File: src/rtl/capiano_pkg.sv
// Shared constants and types for the camera-piano datapath.
// Key geometry, detection-zone rows and the RGB333 pixel type.
package capiano_pkg;

  localparam int NUM_KEYS   = 39;
  localparam int KEY_W_LOG2 = 3;
  localparam int ZONE_Y_MIN = 321;
  localparam int ZONE_Y_MAX = 479;

  typedef logic [8:0] rgb333_t;

  typedef enum logic [1:0] {
    ST_ACCUM = 2'd0,
    ST_DRAIN = 2'd1,
    ST_EVAL  = 2'd2
  } kd_state_e;

endpackage

File: src/rtl/isfinger.sv
// Combinational skin-tone classifier for one RGB333 pixel.
// Ports: q = pixel colour in, is_finger = classification out.
module isfinger
  import capiano_pkg::*;
(
  input  rgb333_t q,
  output logic    is_finger
);

  logic [2:0] r;
  logic [2:0] g;
  logic [2:0] b;

  assign r = q[8:6];
  assign g = q[5:3];
  assign b = q[2:0];

  // Strong red, moderate green, weak blue.
  assign is_finger = (r >= 3'd5) &&
                     (g >= 3'd2) &&
                     (g <= 3'd4) &&
                     (b <= 3'd3);

endmodule

File: src/rtl/key_detect.sv
// Per-frame finger detector: counts finger pixels per key column,
// thresholds and debounces them at frame end into key_down.
// Ports: clk, rst_n (sync, active-low), pix_valid/addr/color pixel
// stream, frame_end pulse; key_down, key_update pulse, busy.
module key_detect #(
  parameter int NUM_KEYS   = capiano_pkg::NUM_KEYS,
  parameter int ZONE_Y_MIN = capiano_pkg::ZONE_Y_MIN,
  parameter int ZONE_Y_MAX = capiano_pkg::ZONE_Y_MAX,
  parameter int HIT_THRESH = 16,
  parameter int DEB_FRAMES = 2,
  parameter int CNT_W      = 10
) (
  input  logic                  clk,
  input  logic                  rst_n,
  input  logic                  pix_valid,
  input  logic [31:0]           addr,
  input  capiano_pkg::rgb333_t  color,
  input  logic                  frame_end,
  output logic [NUM_KEYS:0]     key_down,
  output logic                  key_update,
  output logic                  busy
);

  import capiano_pkg::*;

  localparam int NK    = NUM_KEYS + 1;
  localparam int KID_W = $clog2(NK);

  logic [15:0] pix_x;
  logic [15:0] pix_y;
  logic [15:0] key_full;
  logic        in_zone;
  logic        in_range;
  logic        finger;

  kd_state_e         state_q, state_d;
  logic              hit_q, hit_d;
  logic [KID_W-1:0]  key_q, key_d;
  logic [CNT_W-1:0]  cnt_q [NK];
  logic [CNT_W-1:0]  cnt_d [NK];
  logic [1:0]        deb_q [NK];
  logic [1:0]        deb_d [NK];
  logic [NK-1:0]     raw;
  logic [NK-1:0]     key_down_q, key_down_d;
  logic              key_update_q, key_update_d;
  logic              busy_q, busy_d;

  assign pix_y    = addr[31:16];
  assign pix_x    = addr[15:0];
  assign key_full = pix_x >> KEY_W_LOG2;

  assign in_zone  = (pix_y >= 16'(ZONE_Y_MIN)) &&
                    (pix_y <= 16'(ZONE_Y_MAX));
  assign in_range = (key_full <= 16'(NUM_KEYS));

  isfinger u_isfinger (
    .q         (color),
    .is_finger (finger)
  );

  always_comb begin
    state_d = state_q;
    unique case (state_q)
      ST_ACCUM: if (frame_end) state_d = ST_DRAIN;
      ST_DRAIN: state_d = ST_EVAL;
      ST_EVAL:  state_d = ST_ACCUM;
      default:  state_d = ST_ACCUM;
    endcase
  end

  // Stage 1: only pixels arriving in ACCUM (incl. the frame_end
  // cycle) can produce a hit.
  always_comb begin
    hit_d = pix_valid && in_zone && finger && in_range &&
            (state_q == ST_ACCUM);
    key_d = key_full[KID_W-1:0];
  end

  always_comb begin
    for (int k = 0; k < NK; k++) begin
      raw[k] = (cnt_q[k] >= CNT_W'(HIT_THRESH));
    end
  end

  // Stage 2 counters and EVAL-time debounce.
  always_comb begin
    key_down_d = key_down_q;
    for (int k = 0; k < NK; k++) begin
      cnt_d[k] = cnt_q[k];
      deb_d[k] = deb_q[k];
      if (state_q == ST_EVAL) begin
        cnt_d[k] = '0;
        if (raw[k] == key_down_q[k]) begin
          deb_d[k] = 2'd0;
        end else if (({1'b0, deb_q[k]} + 3'd1) == 3'(DEB_FRAMES)) begin
          key_down_d[k] = ~key_down_q[k];
          deb_d[k]      = 2'd0;
        end else begin
          deb_d[k] = deb_q[k] + 2'd1;
        end
      end else if (hit_q && (key_q == KID_W'(k)) &&
                   (cnt_q[k] != {CNT_W{1'b1}})) begin
        cnt_d[k] = cnt_q[k] + 1'b1;
      end
    end
    key_update_d = (state_q == ST_EVAL);
    busy_d       = (state_d != ST_ACCUM);
  end

  always_ff @(posedge clk) begin
    if (!rst_n) begin
      state_q      <= ST_ACCUM;
      hit_q        <= 1'b0;
      key_q        <= '0;
      key_down_q   <= '0;
      key_update_q <= 1'b0;
      busy_q       <= 1'b0;
      for (int k = 0; k < NK; k++) begin
        cnt_q[k] <= '0;
        deb_q[k] <= 2'd0;
      end
    end else begin
      state_q      <= state_d;
      hit_q        <= hit_d;
      key_q        <= key_d;
      key_down_q   <= key_down_d;
      key_update_q <= key_update_d;
      busy_q       <= busy_d;
      for (int k = 0; k < NK; k++) begin
        cnt_q[k] <= cnt_d[k];
        deb_q[k] <= deb_d[k];
      end
    end
  end

  assign key_down   = key_down_q;
  assign key_update = key_update_q;
  assign busy       = busy_q;

endmodule
File: config.mk
export PLATFORM = sky130hd
export DESIGN_NAME = key_detect
export DESIGN_NICKNAME = d
export VERILOG_FILES = /design/src/rtl/capiano_pkg.sv /design/src/rtl/isfinger.sv /design/src/rtl/key_detect.sv
export SDC_FILE = /design/constraint.sdc
export NUM_CORES = 1
export LEC_CHECK = 0
export BUFFER_PORTS_ARGS = -buffer_cell sky130_fd_sc_hd__buf_4
export CORE_MARGIN = 2
export CORE_UTILIZATION = 40
export DETAILED_ROUTE_END_ITERATION = 12
export PLACE_DENSITY = 0.59
export SKIP_LAST_GASP = 1
export SYNTH_ARGS = -nofsm -noshare
export SYNTH_HDL_FRONTEND = slang
export SYNTH_HIERARCHICAL = 1
export SYNTH_SLANG_ARGS = --single-unit
File: constraint.sdc
create_clock -name clk -period 2.56 [get_ports clk]
set_input_delay 0.128 -clock clk [delete_from_list [all_inputs] [get_ports clk]]
set_output_delay 0.128 -clock clk [all_outputs]
set_load 0.01 [all_outputs]
==> reports/summary.md, run 1 <==
- P&R area growth vs syn: 15.3%
- Worst EP required: 3110 ps
- leakage dissipation: 0.0107 uW
- Tightest Pin Transition: 1090 ps
- number of buffers added on ports: 81
- post-cts gate resize count: 0
- first-pass detailed-route iteration total: 5
- cell-by-cell listing of the critical path: buf_4 > and4b_1 > buf_4 > o311ai_1 > or3_1 > a21oi_1
- diodes inserted: 0
- worst rel slew slack: 25.9%
- fraction of final layout cells with drive strength greater than 1: 8.67%
- total number of placement rows: 95
- top post-synthesis cells by area: dfxtp_1 39%, a21oi_1 4.9%, nand2_1 4.1%
- Total Nets Final: 3444
- via count: 25.1k
- min cycle time layout: 2360 ps
- final number of hold-violating endpoints: 0
- Longest Clk Path Bufs: 3
- horizontal extent of the die: 265 microns
- critical-path maximum fanout: 10
- status: complete, no violations
- total congestion overflow after global routing: 0
- power density over cell area: 584 nW/um^2
- maximum operating frequency: 0.423 GHz
- Max VDD drop: 0.441 mV
- clock share of power: 51.9%
- class of the most critical hold timing path: in2reg
- Die Footprint: 70300 sq um
- CTS tree: done
- unrepaired setup endpoints after global routing: no
- final slew viol count: 0
- critical path's largest stage delay: 490 ps
- sequential area share after synthesis: 39.0%
- GRT Resource Usage Total: 19.0%
- P_int: 14500 uW
- reported max-cap violation count: 0
- Synth cell types: 69
- proportion of synthesized flip-flops having asynchronous set or reset: 0%
- number of buffers inserted by post-CTS setup repair: 0
- number of flops mapped to enable cells by yosys: 0
- Antenna Violating Nets Remaining: 0
- share of the clock period used by the worst path: 92.3%
- cells after synthesis: 3246
- # H-tree levels: 2
- total wirelength of the detailed-routed design: 68.4 mm
- count of state elements after synthesis: 531
- switching share of total power: 21.3%
- master cell of the clock root buffer: clkbuf_16
- total standard cell area after synthesis: 27300 sq um
- total I/O pin count: 87
- Routed wire per std cell: 16.1 microns
- Setup Skew: 19.0 ps
- commonest register cell after synthesis: dfxtp_1
- proportion of power drawn by flip-flops and latches: 45.1%
- sum of internal, switching and leakage power: 18400 uW
- wire length of the first global-routing pass: 114 mm
- Comb pwr share: 3.0%
- number of clock sinks seen by CTS: 531
- slowest CP cell: dfxtp_1
- first-iteration detailed-routing DRC count: 1291
- Setup crit start kind: flip-flop
- starting utilization of the core area: 40.5%
- YS warnings: 6
- largest net degree at the start of global routing: 77
- Switch Pwr: 3920 uW
- Setup violations, final: 0
- most common cell after layout, fill and taps aside: dfxtp_1
- Clock transition at path regs: 60 ps
- die height: 265 microns
- DR vias/cell: 5.91
- crit end category: flip-flop
- number of buffers created by CTS: 60
- Synth top area share: 39.0%
- Worst EP arrival: 2910 ps
- area of the placeable core: 67300 sq um
- share of the core filled with cells: 46.7%
- DRC violation count after routing: 0
- clock latency on the worst-skew pair: 620 ps
- post-DP HPWL: 47.0 mm
- RePlAce Congestion: 0.837
- most area-hungry cell type in the Yosys netlist: dfxtp_1
- Filler cells: 6378
- Synth Net Count: 3371
- vias in the first global route: 23.9k
- mean instance size in the synthesized netlist: 8.40 sq um
- setup tns final: 0 ps
- most used cells in the layout excluding fill and tap cells: 531 x dfxtp_1, 294 x nand2_1, 269 x a21oi_1, 195 x nand3_1, 150 x buf_4
- most numerous cell on the critical path: buf_4
- number of antenna violations at the first check in global routing: 0
- Crit Path Category: reg2reg
## sequential cells by signal, indices dropped and copies added (netlist names)
| signal | cells |
|---|---|
| deb_q | 80 |
| hit_q | 1 |
| key_down | 40 |
| key_q | 6 |
| key_update | 1 |
| state_q | 2 |
| busy | 1 |
| cnt_q | 400 |
## synthesized netlist by cell type (48+ instances only)
library cell	n
inv_1	138
nor3_1	72
a21oi_1	269
nor3b_1	48
mux2i_1	62
ha_1	80
or3_1	88
nor2_1	113
or4_1	124
o31ai_1	108
clkbuf_1	139
nand3_1	195
nand4_1	138
nor4_1	71
dfxtp_1	531
o21ai_0	127
nand2_1	295
## critical path: cells and delay by family, from the launching register on
family | cells | cell delay (ps)
AOI/OAI and AO/OA | 2 | 470
and+or+nand+nor | 2 | 850
DFF | 1 | 490
buffers and inverters | 2 | 480
## cell families (layout without fill, tap and decap cells)
kind of cell	Yosys count	after routing	share of synthesized area, %
simple gates	1454	1454	30.7
compound gates	807	807	19.8
flops	531	531	39.0
buf+inv	298	421	4.18
fa+ha+maj	80	80	3.67
mux	62	62	2.28
xor+xnor	14	14	0.450
## power by group through the flow
stage               Sequential (uW)  Clock (uW)  Combinational, uW
global route                   8280       10100                586
CTS                            8280        9820                551
detailed placement             8460           0                540
finish                         8280        9540                547
floorplan                      8460           0                275
global placement               8460           0                529
## layout make-up
type	count	area (sq um)	share of cell area (%)
inverters	138	518	1.65
multi-input cells	2417	15500	49.4
repair buffers	171	1450	4.60
clock inverters	27	445	1.42
flip-flops and latches	531	10600	33.8
well taps	873	1090	3.47
clock buffers	85	1780	5.65
## per-layer routing
metal / GRT usage [%] / routed length [microns] / vias up
met5: 0 / 0 / -
met4: 7.07 / 2210 / 0
met3: 3.31 / 3080 / 141
met2: 33.1 / 32400 / 482
met1: 23.4 / 30700 / 11900
li1: - / - / 12500
## repair_timing
action	in CTS	in global routing
setup endpoints to repair	0	0
hold buffers	10	0
endpoints found under the hold margin	9	0
## metrics by stage
stage | area (sq um) | hold slack, ps | std cells | setup slack, ps
after floorplan | 27300 | 250 | 3246 | 395
after global placement | 29100 | 353 | 4120 | 278
after detailed placement | 29100 | 351 | 4120 | 214
after CTS | 31400 | 44.4 | 4242 | 207
after global routing | 31400 | 72.2 | 4242 | 23.7
final | 31400 | 73.4 | 4242 | 198
## final timing paths
| path | startpoint | depth (start not counted) | endpoint | slack, ps |
|---|---|---|---|---|
| max | key_q[2] | 6 | cnt_q[4][73] | 200 |
| min | rst_n | 3 | cnt_q[0][18] | 70 |
| max reg2reg | key_q[2] | 6 | cnt_q[4][73] | 200 |
| min reg2reg | deb_q[2][9] | 1 | deb_q[2][9] | 460 |
No activity file was read; power rests on OpenSTA's default activity.
==> run 2: changes to the inputs <==
Settings changed: CORE_MARGIN 2 to unset.
==> run 2 against run 1 <==
  * Worst setup slack got worse by 29 ps
  * Combinational power shrank 2%
  * Clock skew decreased by 4.2 ps
  * Hold slack improved by 270 ps
  * Flip-flop and latch count is the same
  * Via count grew 0.47%
  * Final cell count is 0.33% lower
  * Non-clock buffer count down 1
  * Largest cell class unchanged
  * Largest power group unchanged
==> reports/summary.md, run 2 (synthesis results as in run 1) <==
- status: complete, no violations
- area of the placeable core: 67300 sq um
- # H-tree levels: 2
- GRT Resource Usage Total: 19.5%
- slowest CP cell: or4_1
- Setup violations, final: 0
- largest net degree at the start of global routing: 98
- starting utilization of the core area: 40.5%
- master cell of the clock root buffer: clkbuf_16
- M1 GR Usage: 24.3%
- Worst EP arrival: 2930 ps
- P&R area growth vs syn: 14.3%
- number of clock sinks seen by CTS: 531
- most common cell after layout, fill and taps aside: dfxtp_1
- Worst EP required: 3100 ps
- largest delay contributor family on the critical path: simple AND/OR/NAND/NOR gates
- min cycle time layout: 2390 ps
- post-DP HPWL: 46.1 mm
- share of the core filled with cells: 46.3%
- class of the most critical hold timing path: in2reg
- number of standard cells in the final layout excluding fillers: 4228
- WP buf/inv: 0
- cell-by-cell listing of the critical path: nand2b_1 > or4_1 > or4_1 > a21oi_1
- Crit Path Category: reg2reg
- critical-path maximum fanout: 17
- Longest Clk Path Bufs: 3
- final number of hold-violating endpoints: 0
- DR vias/cell: 5.95
- number of flip-flops in the largest register: 400
- Die Footprint: 69200 sq um
- DRC violation count after routing: 0
- total wirelength of the detailed-routed design: 69.3 mm
- CTS tree: done
- Max VDD drop: 0.518 mV
- reported max-cap violation count: 0
- wire length of the first global-routing pass: 115 mm
- final slew viol count: 0
- sum of internal, switching and leakage power: 17200 uW
- horizontal extent of the die: 263 microns
- first-iteration detailed-routing DRC count: 1351
- Top reg by flops: cnt_q
- die height: 263 microns
- Routed wire per std cell: 16.4 microns
- clock latency on the worst-skew pair: 620 ps
- number of buffers inserted by post-CTS setup repair: 0
- most numerous cell on the critical path: or4_1
- critical path's largest stage delay: 720 ps
- via count: 25.2k
- met3 Resource Use GR: 2.94%
- register-to-register setup slack: 170 ps
- worst rel slew slack: 30.6%
- total congestion overflow after global routing: 0
- Setup Skew: 14.8 ps
- Setup crit start kind: flip-flop
- power density over cell area: 553 nW/um^2
- Clock transition at path regs: 60 ps
- setup tns final: 0 ps
- Antenna Violating Nets Remaining: 0
- number of antenna violations at the first check in global routing: 2
- most used cells in the layout excluding fill and tap cells: 531 x dfxtp_1, 294 x nand2_1, 269 x a21oi_1, 195 x nand3_1, 138 x nand4_1
- Filler cells: 6415
- diodes inserted: 0
- RePlAce Congestion: 0.844
- maximum operating frequency: 0.418 GHz
- number of buffers added on ports: 81
- total I/O pin count: 87
- post-placement cell count: 4110
- GRT busiest layer: met2
- leakage dissipation: 0.0105 uW
- share of the clock period used by the worst path: 93.4%
- total number of placement rows: 95
- crit end category: flip-flop
- unrepaired setup endpoints after global routing: no
- number of buffers created by CTS: 58
- vias in the first global route: 23.9k
- first-pass detailed-route iteration total: 7
- fraction of final layout cells with drive strength greater than 1: 7.99%
- met2 global-route usage: 34.4%
- Total Nets Final: 3441
- Tightest Pin Transition: 1030 ps
==> run 2: cell types whose count changed in the layout (fill, tap and decap cells not counted), moves of 4 or more <==
cell           before  now
dlygate4sd3_1      10   19
clkinv_2           12    8
bufinv_16          12    4
buf_4             150  137
==> run 2: what timing repair did <==
item | in CTS | in global routing
hold buffers | 19 | 0
endpoints found under the setup margin | 0 | 13
gates resized for setup | 0 | 2
endpoints found under the hold margin | 11 | 0
==> run 2: layer usage <==
| layer | vias to the layer above | part of all wire (%) |
|---|---|---|
| met1 | 12100 | 45 |
| met2 | 528 | 49 |
| met4 | 0 | 2.2 |
| li1 | 12500 | - |
| met3 | 120 | 4.3 |
| met5 | - | 0 |
==> run 2: worst paths after layout <==
check                                  start      endpoint  depth (start not counted)
worst max-delay path                key_q[3]  cnt_q[3][37]                          4
worst min-delay path                 addr[7]      key_q[4]                          3
worst max register to register      key_q[3]  cnt_q[3][37]                          4
worst min register to register  deb_q[1][13]  deb_q[1][13]                          1
==> run 2: through the flow <==
stage          area [sq um]  setup WS [ps]  hold slack (ps)
2_1_floorplan         27300            395              250
3_3_place_gp          29100            125              351
3_5_place_dp          29100           47.2              363
4_1_cts               31200           44.9              297
5_1_grt               31200           22.1              330
6_report              31200            169              340
==> run 2: area by class of cell <==
class / instances / area (sq um) / area share (%)
inverter: 138 / 518 / 1.66
timing repair buffer: 170 / 1500 / 4.81
tap: 873 / 1090 / 3.50
multi-input combinational: 2417 / 15500 / 49.9
clock buffer: 83 / 1700 / 5.44
clock inverter: 16 / 193 / 0.618
sequential: 531 / 10600 / 34.1
==> run 2: worst min-delay path, stage by stage <==
cell and delay [ps]:
dlygate4sd3_1 520, buf_4 110, and2_1 150
==> run 2: report_power, final <==
group,internal [uW],leakage (uW),switching [uW]
combinational,164,0.00528,374
sequential,8270,0.00428,13.4
clock,4960,0.000930,3440
==> run 3: changes to the inputs <==
Settings changed: CELL_PAD_IN_SITES_DETAIL_PLACEMENT set to 1, CELL_PAD_IN_SITES_GLOBAL_PLACEMENT set to 2, CORE_UTILIZATION 40 to 39, PLACE_DENSITY 0.59 to 0.84.
==> run 3 against run 2 <==
  * Register-to-register slack better by 50 ps
  * Utilization is 0.65 points lower
  * Critical path depth increased by 2
  * Critical path type unchanged
  * Design area increased by 1.0%
==> reports/summary.md, run 3 (synthesis results as in run 1) <==
- status: complete, no violations
- sum of met3 wire segment lengths after detailed routing: 2.57 mm
- number of clock sinks seen by CTS: 531
- power density over cell area: 564 nW/um^2
- Longest Clk Path Bufs: 3
- master cell of the clock root buffer: clkbuf_16
- Top reg by flops: cnt_q
- CTS tree: done
- most common cell after layout, fill and taps aside: dfxtp_1
- number of buffers added on ports: 81
- post-DP HPWL: 54.3 mm
- critical path's largest stage delay: 570 ps
- min cycle time layout: 2340 ps
- DR vias/cell: 5.97
- area of the placeable core: 68900 sq um
- total number of placement rows: 96
- via count: 25.7k
- horizontal extent of the die: 266 microns
- Crit Path Category: reg2reg
- sum of internal, switching and leakage power: 17800 uW
- DRC violation count after routing: 0
- first-pass detailed-route iteration total: 7
- # H-tree levels: 2
- largest net degree at the start of global routing: 84
- final number of hold-violating endpoints: 0
- Antenna Violating Nets Remaining: 0
- RePlAce Congestion: 0.818
- leakage dissipation: 0.0106 uW
- cell-by-cell listing of the critical path: buf_4 > nor4b_4 > buf_12 > nand2_1 > or4_1 > a21oi_1
- Max VDD drop: 0.485 mV
- GRT Resource Usage Total: 22.1%
- first-iteration detailed-routing DRC count: 1276
- share of the clock period used by the worst path: 91.3%
- reported max-cap violation count: 0
- starting utilization of the core area: 39.6%
- Setup crit start kind: flip-flop
- number of buffers created by CTS: 61
- Routed wire per std cell: 18.4 microns
- area taken by flip-flops and latches: 10600 sq um
- die height: 266 microns
- Routed met2 length: 39.4 mm
- Setup violations, final: 0
- crit end category: flip-flop
- Clock transition at path regs: 60 ps
- class of the most critical hold timing path: in2reg
- routed metal-1 wirelength: 35.6 mm
- slowest CP cell: or4_1
- register-to-register setup slack: 220 ps
- Filler cells: 8060
- total wirelength of the detailed-routed design: 79.4 mm
- Total Nets Final: 3454
- total congestion overflow after global routing: 0
- P&R area growth vs syn: 15.5%
- most used cells in the layout excluding fill and tap cells: 528 x dfxtp_1, 294 x nand2_1, 269 x a21oi_1, 195 x nand3_1, 150 x buf_4
- critical-path maximum fanout: 12
- unrepaired setup endpoints after global routing: no
- worst rel slew slack: 23.2%
- number of antenna violations at the first check in global routing: 2
- Setup Skew: 20.8 ps
- Worst EP arrival: 2900 ps
- diodes inserted: 0
- clock latency on the worst-skew pair: 640 ps
- number of flip-flops in the largest register: 400
- Worst EP required: 3120 ps
- Die Footprint: 71000 sq um
- final slew viol count: 0
- fraction of final layout cells with drive strength greater than 1: 8.70%
- Tightest Pin Transition: 1130 ps
- total I/O pin count: 87
- setup tns final: 0 ps
- wire length of the first global-routing pass: 132 mm
- maximum operating frequency: 0.428 GHz
- topmost layer with routed signal wires: met4
- combined area of the multi-input logic cells: 15500 sq um
- vias in the first global route: 26.4k
[run 3: cell types whose count changed in the layout (fill, tap and decap cells not counted), moves of 3 or more]
cell           delta
buf_4            +13
dlygate4sd3_1     -6
clkbuf_1          +5
buf_12            +3
clkbuf_16         +3
dfxtp_1           -3
dfxtp_2           +3
[run 3: worst paths after layout]
path,start,end,cells after the start
max,key_q[0],cnt_q[4][24],6
min,frame_end,state_q[0],3
max reg2reg,key_q[0],cnt_q[4][24],6
min reg2reg,deb_q[4][3],deb_q[4][3],1
[run 3: metrics by stage]
step	worst slack (ps)	hold WS [ps]	utilization, %	instance area [sq um]	std cells
after global placement	126	352	42.5	29300	4184
after global routing	99.1	262	45.7	31500	4309
after CTS	59.2	226	45.7	31500	4309
final	222	278	45.7	31500	4309
after floorplan	395	250	-	27300	3246
after detailed placement	100	366	42.5	29300	4184
[run 3: layout make-up]
cell class / instances / share of cell area (%)
multi-input cells: 2417 / 49.4
flip-flops and latches: 531 / 33.8
clock buffers: 93 / 5.77
repair buffers: 180 / 5.07
well taps: 931 / 3.70
inverters: 138 / 1.64
clock inverters: 19 / 0.687
[run 3: routing by layer]
layer	track usage, %	up-vias
met1	27.5	12800
met5	0	-
met4	6.73	0
li1	-	12500
met3	2.72	126
met2	39.7	323
[run 3: repair_timing]
item,in CTS,in global routing
hold buffers,13,0
endpoints found under the hold margin,24,0
endpoints found under the setup margin,0,14
setup buffers,0,0
gates resized for setup,0,4
[run 3: worst max-delay path, delay by kind of cell (launching register included)]
family          cells  cell delay, ps
compound gates      1             170
buf+inv             2             400
flops               1             390
simple gates        3            1300
[run 3: where the power goes]
part | total (uW) | switching (uW) | leakage, uW | internal, uW
logic | 572 | 391 | 0.00535 | 182
clock network | 8910 | 3640 | 0.000994 | 5260
registers | 8290 | 15.7 | 0.00428 | 8270
total | 17800 | 4050 | 0.0106 | 13700
